==> src/rtl/io_port_fifo_if.sv <==
// Handshake bundle between the pipeline/external side and the buffered I/O port unit.
// master drives the requests and external data, slave is the unit itself.
interface io_port_fifo_if #(
    parameter int N         = 16,
    parameter int IN_DEPTH  = 4,
    parameter int OUT_DEPTH = 4
);
    logic [N-1:0]                 ext_in_data;
    logic                         ext_in_valid;
    logic                         ext_in_ready;
    logic [N-1:0]                 ext_out_data;
    logic                         ext_out_valid;
    logic                         ext_out_ready;
    logic                         wb_in_req;
    logic [N-1:0]                 wb_in_data;
    logic                         wb_out_req;
    logic [N-1:0]                 wb_out_data;
    logic                         stall;
    logic [$clog2(IN_DEPTH):0]    in_count;
    logic [$clog2(OUT_DEPTH):0]   out_count;
    logic                         proto_err;

    modport master (
        output ext_in_data, ext_in_valid, ext_out_ready,
        output wb_in_req, wb_out_req, wb_out_data,
        input  ext_in_ready, ext_out_data, ext_out_valid,
        input  wb_in_data, stall, in_count, out_count, proto_err
    );

    modport slave (
        input  ext_in_data, ext_in_valid, ext_out_ready,
        input  wb_in_req, wb_out_req, wb_out_data,
        output ext_in_ready, ext_out_data, ext_out_valid,
        output wb_in_data, stall, in_count, out_count, proto_err
    );
endinterface

==> src/rtl/io_port_fifo_unit.sv <==
// io_port_fifo_sync: generic circular FIFO, head reads as zero when empty.
// Latency: 1 cycle push-to-visible, no fall-through.
// Backpressure: push ignored when full (even with a same-cycle pop), pop ignored when empty.
module io_port_fifo_sync #(
    parameter int W     = 16,
    parameter int DEPTH = 4
) (
    input  logic                      clk,
    input  logic                      rst,
    input  logic                      push,
    input  logic [W-1:0]              wr_dat,
    input  logic                      pop,
    output logic [W-1:0]              rd_dat,
    output logic                      full,
    output logic                      empty,
    output logic [$clog2(DEPTH):0]    count
);
    localparam int AW = $clog2(DEPTH);
    localparam int CW = AW + 1;

    logic [W-1:0]  mem [DEPTH];
    logic [AW-1:0] rd_ptr;
    logic [AW-1:0] wr_ptr;
    logic [CW-1:0] cnt;
    logic          push_ok;
    logic          pop_ok;

    assign full    = (cnt == CW'(DEPTH));
    assign empty   = (cnt == '0);
    assign push_ok = push & ~full;
    assign pop_ok  = pop & ~empty;
    assign count   = cnt;
    assign rd_dat  = empty ? '0 : mem[rd_ptr];

    // Storage is deliberately not reset; only pointers and count define what is valid.
    always_ff @(posedge clk) begin
        if (push_ok) begin
            mem[wr_ptr] <= wr_dat;
        end
    end

    always_ff @(posedge clk or posedge rst) begin
        if (rst) begin
            rd_ptr <= '0;
            wr_ptr <= '0;
            cnt    <= '0;
        end else begin
            if (push_ok) begin
                wr_ptr <= wr_ptr + AW'(1);
            end
            if (pop_ok) begin
                rd_ptr <= rd_ptr + AW'(1);
            end
            unique case ({push_ok, pop_ok})
                2'b10:   cnt <= cnt + CW'(1);
                2'b01:   cnt <= cnt - CW'(1);
                default: cnt <= cnt;
            endcase
        end
    end
endmodule

// io_port_fifo_unit: buffered IN/OUT port beside WB, input and output FIFOs plus stall generation.
// Latency: 1 cycle through either FIFO, 1 word/cycle/direction.
// Backpressure: ext_in_ready = !in_full; stall when IN finds input empty or OUT finds output full.
module io_port_fifo_unit #(
    parameter int N         = 16,
    parameter int IN_DEPTH  = 4,
    parameter int OUT_DEPTH = 4
) (
    input  logic          clk,
    input  logic          rst,
    io_port_fifo_if.slave port
);
    logic in_full;
    logic in_empty;
    logic out_full;
    logic out_empty;
    logic in_push;
    logic in_pop;
    logic out_push;
    logic out_pop;
    logic stall_int;
    logic proto_q;

    // Stall derives only from registered occupancy flags, never from same-cycle pops.
    assign stall_int = (port.wb_in_req & in_empty) | (port.wb_out_req & out_full);

    assign in_push  = port.ext_in_valid & ~in_full;
    assign in_pop   = port.wb_in_req & ~stall_int;
    assign out_push = port.wb_out_req & ~stall_int;
    assign out_pop  = ~out_empty & port.ext_out_ready;

    assign port.ext_in_ready  = ~in_full;
    assign port.ext_out_valid = ~out_empty;
    assign port.stall         = stall_int;
    assign port.proto_err     = proto_q;

    io_port_fifo_sync #(
        .W     (N),
        .DEPTH (IN_DEPTH)
    ) u_in_fifo (
        .clk    (clk),
        .rst    (rst),
        .push   (in_push),
        .wr_dat (port.ext_in_data),
        .pop    (in_pop),
        .rd_dat (port.wb_in_data),
        .full   (in_full),
        .empty  (in_empty),
        .count  (port.in_count)
    );

    io_port_fifo_sync #(
        .W     (N),
        .DEPTH (OUT_DEPTH)
    ) u_out_fifo (
        .clk    (clk),
        .rst    (rst),
        .push   (out_push),
        .wr_dat (port.wb_out_data),
        .pop    (out_pop),
        .rd_dat (port.ext_out_data),
        .full   (out_full),
        .empty  (out_empty),
        .count  (port.out_count)
    );

    // IN and OUT in the same WB cycle cannot come from a legal instruction stream.
    always_ff @(posedge clk or posedge rst) begin
        if (rst) begin
            proto_q <= 1'b0;
        end else if (port.wb_in_req & port.wb_out_req) begin
            proto_q <= 1'b1;
        end
    end
endmodule

==> src/flat_wrapper.sv <==
// flat-port wrapper written by rule: the top's interface ports become plain ports
module io_port_fifo_unit_flat 
#(
    parameter int N         = 16,
    parameter int IN_DEPTH  = 4,
    parameter int OUT_DEPTH = 4
)
  (clk, rst, port_ext_in_data, port_ext_in_valid, port_ext_out_ready, port_wb_in_req, port_wb_out_req, port_wb_out_data, port_ext_in_ready, port_ext_out_data, port_ext_out_valid, port_wb_in_data, port_stall, port_in_count, port_out_count, port_proto_err);
  io_port_fifo_if #(.N(N), .IN_DEPTH(IN_DEPTH), .OUT_DEPTH(OUT_DEPTH)) port_i ();
  input  logic clk;
  input  logic rst;
  input wire logic [$bits(port_i.ext_in_data)-1:0] port_ext_in_data;
  input wire logic [$bits(port_i.ext_in_valid)-1:0] port_ext_in_valid;
  input wire logic [$bits(port_i.ext_out_ready)-1:0] port_ext_out_ready;
  input wire logic [$bits(port_i.wb_in_req)-1:0] port_wb_in_req;
  input wire logic [$bits(port_i.wb_out_req)-1:0] port_wb_out_req;
  input wire logic [$bits(port_i.wb_out_data)-1:0] port_wb_out_data;
  output wire logic [$bits(port_i.ext_in_ready)-1:0] port_ext_in_ready;
  output wire logic [$bits(port_i.ext_out_data)-1:0] port_ext_out_data;
  output wire logic [$bits(port_i.ext_out_valid)-1:0] port_ext_out_valid;
  output wire logic [$bits(port_i.wb_in_data)-1:0] port_wb_in_data;
  output wire logic [$bits(port_i.stall)-1:0] port_stall;
  output wire logic [$bits(port_i.in_count)-1:0] port_in_count;
  output wire logic [$bits(port_i.out_count)-1:0] port_out_count;
  output wire logic [$bits(port_i.proto_err)-1:0] port_proto_err;
  assign port_i.ext_in_data = port_ext_in_data;
  assign port_i.ext_in_valid = port_ext_in_valid;
  assign port_i.ext_out_ready = port_ext_out_ready;
  assign port_i.wb_in_req = port_wb_in_req;
  assign port_i.wb_out_req = port_wb_out_req;
  assign port_i.wb_out_data = port_wb_out_data;
  assign port_ext_in_ready = port_i.ext_in_ready;
  assign port_ext_out_data = port_i.ext_out_data;
  assign port_ext_out_valid = port_i.ext_out_valid;
  assign port_wb_in_data = port_i.wb_in_data;
  assign port_stall = port_i.stall;
  assign port_in_count = port_i.in_count;
  assign port_out_count = port_i.out_count;
  assign port_proto_err = port_i.proto_err;
  io_port_fifo_unit #(.N(N), .IN_DEPTH(IN_DEPTH), .OUT_DEPTH(OUT_DEPTH)) u_core (.clk(clk), .rst(rst), .port(port_i));
endmodule
==> config.mk <==
export PLATFORM = sky130hd
export DESIGN_NAME = io_port_fifo_unit_flat
export DESIGN_NICKNAME = d
export VERILOG_FILES = /design/src/rtl/io_port_fifo_if.sv /design/src/rtl/io_port_fifo_unit.sv /design/src/flat_wrapper.sv
export SDC_FILE = /design/constraint.sdc
export NUM_CORES = 1
export LEC_CHECK = 0
export BUFFER_PORTS_ARGS = -buffer_cell sky130_fd_sc_hd__buf_4
export CAP_MARGIN = 20
export CELL_PAD_IN_SITES_DETAIL_PLACEMENT = 2
export CELL_PAD_IN_SITES_GLOBAL_PLACEMENT = 2
export CORE_ASPECT_RATIO = 0.5
export CORE_MARGIN = 3
export CORE_UTILIZATION = 39
export CTS_BUF_LIST = sky130_fd_sc_hd__clkbuf_16
export DETAILED_ROUTE_END_ITERATION = 10
export PLACE_DENSITY = 0.8
export SLEW_MARGIN = 20
export SYNTH_ARGS = -nofsm -noshare
export SYNTH_HDL_FRONTEND = slang
export SYNTH_HIERARCHICAL = 1
export SYNTH_SLANG_ARGS = --single-unit
==> constraint.sdc <==
create_clock -name clk -period 2.4 [get_ports clk]
set_input_delay 0.72 -clock clk [delete_from_list [all_inputs] [get_ports clk]]
set_output_delay 0.72 -clock clk [all_outputs]
set_load 0.01 [all_outputs]
==> metrics, run 1 <==
status complete, but fails checks; failing checks negative setup slack; area of the core 14,700 um2; first-pass GRT wire length 22.0 mm; most numerous cell in the Yosys netlist edfxtp_1; final setup violation count 32; reg2reg end u_core/u_out_fifo/count[2]; Nets 456; # hold bufs at CTS 0; final wirelength 14.0 mm; met2 usage 0.323; final hold viol count 0; clock-pin slew on the worst setup and hold paths about 0.060 ns; Post-Synthesis Net Count 342; layout cells sized above 1 0.516; Clock H-tree levels 4; upper clock frequency limit slightly below 400 MHz; Clock Latency Late Sink 0.41 ns; Pint 0.00772 W; max-cap viol count 0; final cycle utilization of the critical path 1.06; IO buf count 79; clock sinks approximately 140; CP max FO 6; post-route insts no fill a little over 600; Top FF cell, synth edfxtp_1; Crit Path Class reg -> out; dpl cells 578; Hold Path Class in -> async; clock power share 0.248; drt pass-1 iters 4; sequential element share of the synthesized area 0.703; minimum clock period between 2 and 3 ns; list of most frequent post-synthesis cells edfxtp_1, nor2b_1, inv_1; DRT iter0 DRCs 138; Peak VDD IR 0.000541 V; Slew Limit Fails 0; CP Cell Sequence buf_12 > mux4_2 > nor2b_4 > buf_6; via count 3,009; WP buf/inv 2; Routability Congestion 0.675; RSZ-0062 raised after global routing true; Synth Register Bits ~140; largest net degree at the start of global routing 18; drt drc 0; met3 usage 0.0367; die span in y 93.7 um; area leader, netlist edfxtp_1; Worst Tran Pin Value 0.909 ns; number of fillers in the final layout 1,271; routed len/inst 22.8 um; Seq pwr share 0.328; flop2flop setup slack 0.09 ns; # rows 31; Lkg Pwr roughly 3 nW; die width 181 um; TritonCTS buffer count 17; Post-Syn Area 6000 um2; Antenna diodes 0; Final Skew 0.00985 ns; critical path capture point type output pin; CP Data Arrival Time between 1.5 and 2 ns; GR Layer Usage met1 0.212; YS warnings 6; Via-to-Cell Ratio roughly 5; pwr dens between 1000 and 1500 nW/um2; io pins 80; hpwl dp roughly 9 mm; Worst EP required 1.68 ns; Pwr Total 0.0111 W; antenna-violating nets left 0; Synth Area per Inst approximately 20 um2; Clock Tree Buf Depth 2; vias in the first global route 3,505; Initial Util 0.407; Clock Tree Root clkbuf_16; crit start category register; Setup TNS Final -3.52 ns; Switching Fraction 0.307; delay-heaviest family, CP multiplexers; Die ar. ~17,000 um2; RR Startpoint u_core/u_in_fifo/count[1]; initial antenna violation count 0; Most Crowded Layer GR met2; TritonCTS clock tree done; Critical Path Max Stage Delay about 0.54 ns; number of enable flip-flop cells after synthesis 128; Area Overhead vs Synth 29.8%; Slew Limit Headroom 0.394; synth top area cells edfxtp_1, mux4_1, dfrtp_1, mux4_2, nor2b_4; Worst Reg-to-Reg Cells 11; Slowest-stage cell, CP mux4_2; Yosys cell types 25; setup ws final -0.154 ns; Post-synth ARST share 0.105; Cells after Synth a little under 300; area share of the largest cell type after synthesis 0.640; NetSw approximately 0.0034 W; Comb power frac 0.423; grt total ovfl 0; Tot GR Track Use 0.177
## worst max path at each step
stage                                from  slack [ns]                    endpoint  depth (start not counted)
2_1_floorplan   u_core/u_in_fifo/count[2]       -0.04  u_core/u_out_fifo/count[2]                         12
3_3_place_gp              port_wb_out_req        0.04   u_core/u_in_fifo/count[2]                         10
3_5_place_dp              port_wb_out_req       -0.08   u_core/u_in_fifo/count[2]                         10
4_1_cts        u_core/u_in_fifo/rd_ptr[0]       -0.21          port_wb_in_data[8]                          5
5_1_grt        u_core/u_in_fifo/rd_ptr[0]       -0.22          port_wb_in_data[5]                          4
6_report       u_core/u_in_fifo/rd_ptr[0]       -0.15          port_wb_in_data[2]                          4
## final cells by class
class	instances	area (um2)	share of cell area
clock buffer	17	425	0.0546
timing repair buffer	105	971	0.125
clock inverter	13	188	0.0241
tap	198	248	0.0318
sequential	143	4230	0.542
multi-input combinational	122	1670	0.215
inverter	17	63.8	0.00819
## cells in the final DEF (no fill, tap or decap), drive strengths merged, types with 4 or more instances in the layout
cell    count
edfxtp    128
buf       104
nor2b      38
mux4       32
inv        20
clkbuf     18
dfrtp      15
ha         10
xor2        8
and2        8
nand2       5
bufinv      4
xnor2       4
nor2        4
clkinv      4
## logic make-up (layout without fill, tap and decap cells)
| family | after synthesis | in the layout | synth area share |
|---|---|---|---|
| multiplexers | 36 | 36 | 0.137 |
| flip-flops | 143 | 143 | 0.703 |
| AO/OA/AOI/OAI | 1 | 1 | 0.00146 |
| AND/OR/NAND/NOR | 61 | 61 | 0.0869 |
| adder cells (fa/ha/maj) | 12 | 12 | 0.0275 |
| buffers and inverters | 27 | 152 | 0.0269 |
| XOR/XNOR | 12 | 12 | 0.0175 |
## through the flow
step	setup WS [ns]	hold WS, ns	area (um2)	utilization
2_1_floorplan	-0.0403	0.449	6030	-
3_3_place_gp	0.0421	0.450	6930	0.470
3_5_place_dp	-0.0801	0.466	6930	0.470
4_1_cts	-0.213	0.143	7710	0.523
5_1_grt	-0.219	0.150	7790	0.529
6_report	-0.154	0.163	7790	0.529
## registers in the layout (all words and copies together), names as in the netlist
register / count
u_core/u_out_fifo/wr_ptr: 2
u_core/u_out_fifo/count: 3
u_core/u_in_fifo/mem: 64
u_core/u_in_fifo/rd_ptr: 2
u_core/u_in_fifo/wr_ptr: 2
u_core/u_in_fifo/count: 3
u_core/u_out_fifo/rd_ptr: 2
u_core/port.proto_err: 1
u_core/u_out_fifo/mem: 64
## power groups by stage
stage | Clock (W) | Combinational [W] | Sequential, W
after floorplan | 0 | 0.00247 | 0.00359
after global placement | 0 | 0.00381 | 0.00359
after detailed placement | 0 | 0.00403 | 0.00368
after CTS | 0.00283 | 0.00465 | 0.00368
after global routing | 0.00293 | 0.00510 | 0.00371
final | 0.00277 | 0.00472 | 0.00366
## per-layer routing
| layer | wire length, um | share of wire |
|---|---|---|
| met2 | 7630 | 0.55 |
| met1 | 5800 | 0.41 |
| met4 | 194 | 0.014 |
| met5 | 0 | 0 |
| met3 | 375 | 0.027 |
## timing repair
action,CTS,global route
gates cloned,2,0
resized for setup,51,30
pin swaps,0,3
setup buffers,4,2
setup endpoints to repair,33,35
(Power assumes the default switching activity.)
==> inputs of run 2 (changes only) <==
- BUFFER_PORTS_ARGS: -buffer_cell sky130_fd_sc_hd__buf_4 -> -buffer_cell sky130_fd_sc_hd__buf_2
==> metrics, run 2 (same netlist as run 1, synthesis figures left out) <==
status complete, but fails checks; failing checks negative setup slack; pwr dens about 1400 nW/um2; CP Data Arrival Time 1.87 ns; Lkg Pwr roughly 2.9 nW; commonest non-fill, non-tap cell in the layout edfxtp_1; Critical Path Max Stage Delay 0.50 ns; Tot GR Track Use 0.176; max-cap viol count 0; drt pass-1 iters 6; Worst Reg-to-Reg Cells 12; Clock H-tree levels 4; flop2flop setup slack 0.06 ns; CP Cell Sequence buf_12 > buf_12 > mux4_2 > nor2b_4 > buf_6; die width 181 um; Antenna diodes 0; area of the core 14,700 um2; final hold viol count 0; Peak VDD IR 0.000524 V; delay-heaviest family, CP multiplexers; setup ws final -0.190 ns; IO buf count 79; hpwl dp slightly above 9 mm; Hold Path Class in -> async; clock-pin slew on the worst setup and hold paths 0.06 ns; final wirelength 14.7 mm; WP buf/inv 3; area of the multi-input gates 1630 um2; Initial Util 0.407; Worst Tran Pin Value 0.896 ns; via count 3,055; antenna-violating nets left 0; CP Depth 5; drt drc 0; largest net degree at the start of global routing 18; die span in y between 90 and 100 um; Placed Area 6730 um2; CP max FO 8; Worst EP required 1.68 ns; Clock Tree Buf Depth 2; Clock Latency Late Sink 0.41 ns; most frequent cells in the layout edfxtp_1, buf_2, mux4_2, buf_6, nor2b_4; Slew Limit Fails 0; Final Skew 0.0116 ns; TritonCTS buffer count 17; Area Overhead vs Synth 26.9%; initial antenna violation count 0; Slew Limit Headroom 0.402; final setup violation count 32; vias in the first global route 3,621; critical path capture point type output pin; Hold Slack 0.169 ns; upper clock frequency limit around 390 MHz; RR Startpoint u_core/u_in_fifo/count[0]; DRT iter0 DRCs 162; clock sinks around 140; routed len/inst around 24 um; crit start category register; final cycle utilization of the critical path 1.08; CP most frequent cell buf_12; minimum clock period 2.59 ns; fin area between 7000 and 8000 um2; layout cells sized above 1 0.508; Clock Tree Root clkbuf_16; Routability Congestion approximately 0.66; Reg area roughly 4200 um2; number of fillers in the final layout approximately 1,300; # rows 31; RSZ-0062 raised after global routing true; Crit Path Class reg -> out; Via-to-Cell Ratio roughly 4.9; Die ar. 17,000 um2; Nets 462; grt total ovfl 0; TritonCTS clock tree done; first-pass GRT wire length 22.3 mm; Slowest-stage cell, CP mux4_2; reg2reg end u_core/u_out_fifo/count[2]; io pins 80; biggest regs u_core/u_in_fifo/mem x64, u_core/u_out_fifo/mem x64
## run 2: cell types whose count changed in the layout (fill, tap and decap cells not counted), moves of 4 or more
cell / change
buf_4: -46
buf_6: -8
buf_12: +4
nor2b_1: +7
buf_2: +57
nor2b_4: -5
## run 2: how the worst max path moves through the flow
stage / slack (ns) / end / from
2_1_floorplan: -0.04 / u_core/u_out_fifo/count[2] / u_core/u_in_fifo/count[2]
3_5_place_dp: -0.07 / u_core/u_in_fifo/count[2] / port_wb_out_req
4_1_cts: -0.22 / port_wb_in_data[11] / u_core/u_in_fifo/rd_ptr[0]
3_3_place_gp: 0.03 / u_core/u_in_fifo/count[2] / port_wb_out_req
6_report: -0.19 / port_wb_in_data[14] / u_core/u_in_fifo/rd_ptr[0]
5_1_grt: -0.26 / port_wb_in_data[14] / u_core/u_in_fifo/rd_ptr[0]
## run 2: worst register-to-register path, stage by stage, from the launching register on
cell and delay, ns:
dfrtp_2 0.44, nor3_4 0.25, buf_6 0.14, nand2_2 0.04
and3b_1 0.16, nor2b_4 0.15, inv_2 0.06, ha_2 0.19
inv_1 0.06, fa_2 0.33, xor2_1 0.15, nor2_1 0.11
xor2_1 0.17
## run 2: timing repair
action / CTS / global route
pin swaps: 0 / 3
endpoints found under the setup margin: 32 / 35
hold buffers: 0 / 0
setup buffers: 10 / 4
gates cloned: 1 / 1
gates resized for setup: 33 / 33
## run 2: cell type report
class	count	area share
Multi-Input combinational cell	122	0.214
Clock buffer	17	0.0558
Inverter	17	0.00838
Sequential cell	143	0.555
Timing Repair Buffer	111	0.116
Tap cell	198	0.0325
Clock inverter	15	0.0181
## run 2: layer usage
metal | share of wire | GRT usage
met1 | 0.41 | 0.211
met2 | 0.56 | 0.328
met3 | 0.024 | 0.0387
met4 | 0.0075 | 0.0437
met5 | 0 | 0
## run 2: through the flow
step                      setup slack [ns]  cells  power, W  setup TNS, ns  utilization
after floorplan                    -0.0403    292   0.00606        -0.0403            -
after global placement              0.0258    577   0.00708              0        0.456
after detailed placement           -0.0728    577   0.00739          -1.55        0.456
after CTS                           -0.224    620    0.0106          -5.69        0.509
after global routing                -0.256    623    0.0114          -6.62        0.517
final                               -0.190    623    0.0108          -4.17        0.517
## run 2: where the power goes
| part | internal [W] | total [W] | switching [W] |
|---|---|---|---|
| Combinational | 0.00250 | 0.00462 | 0.00212 |
| Clock | 0.00144 | 0.00252 | 0.00108 |
| Sequential | 0.00337 | 0.00369 | 0.000322 |
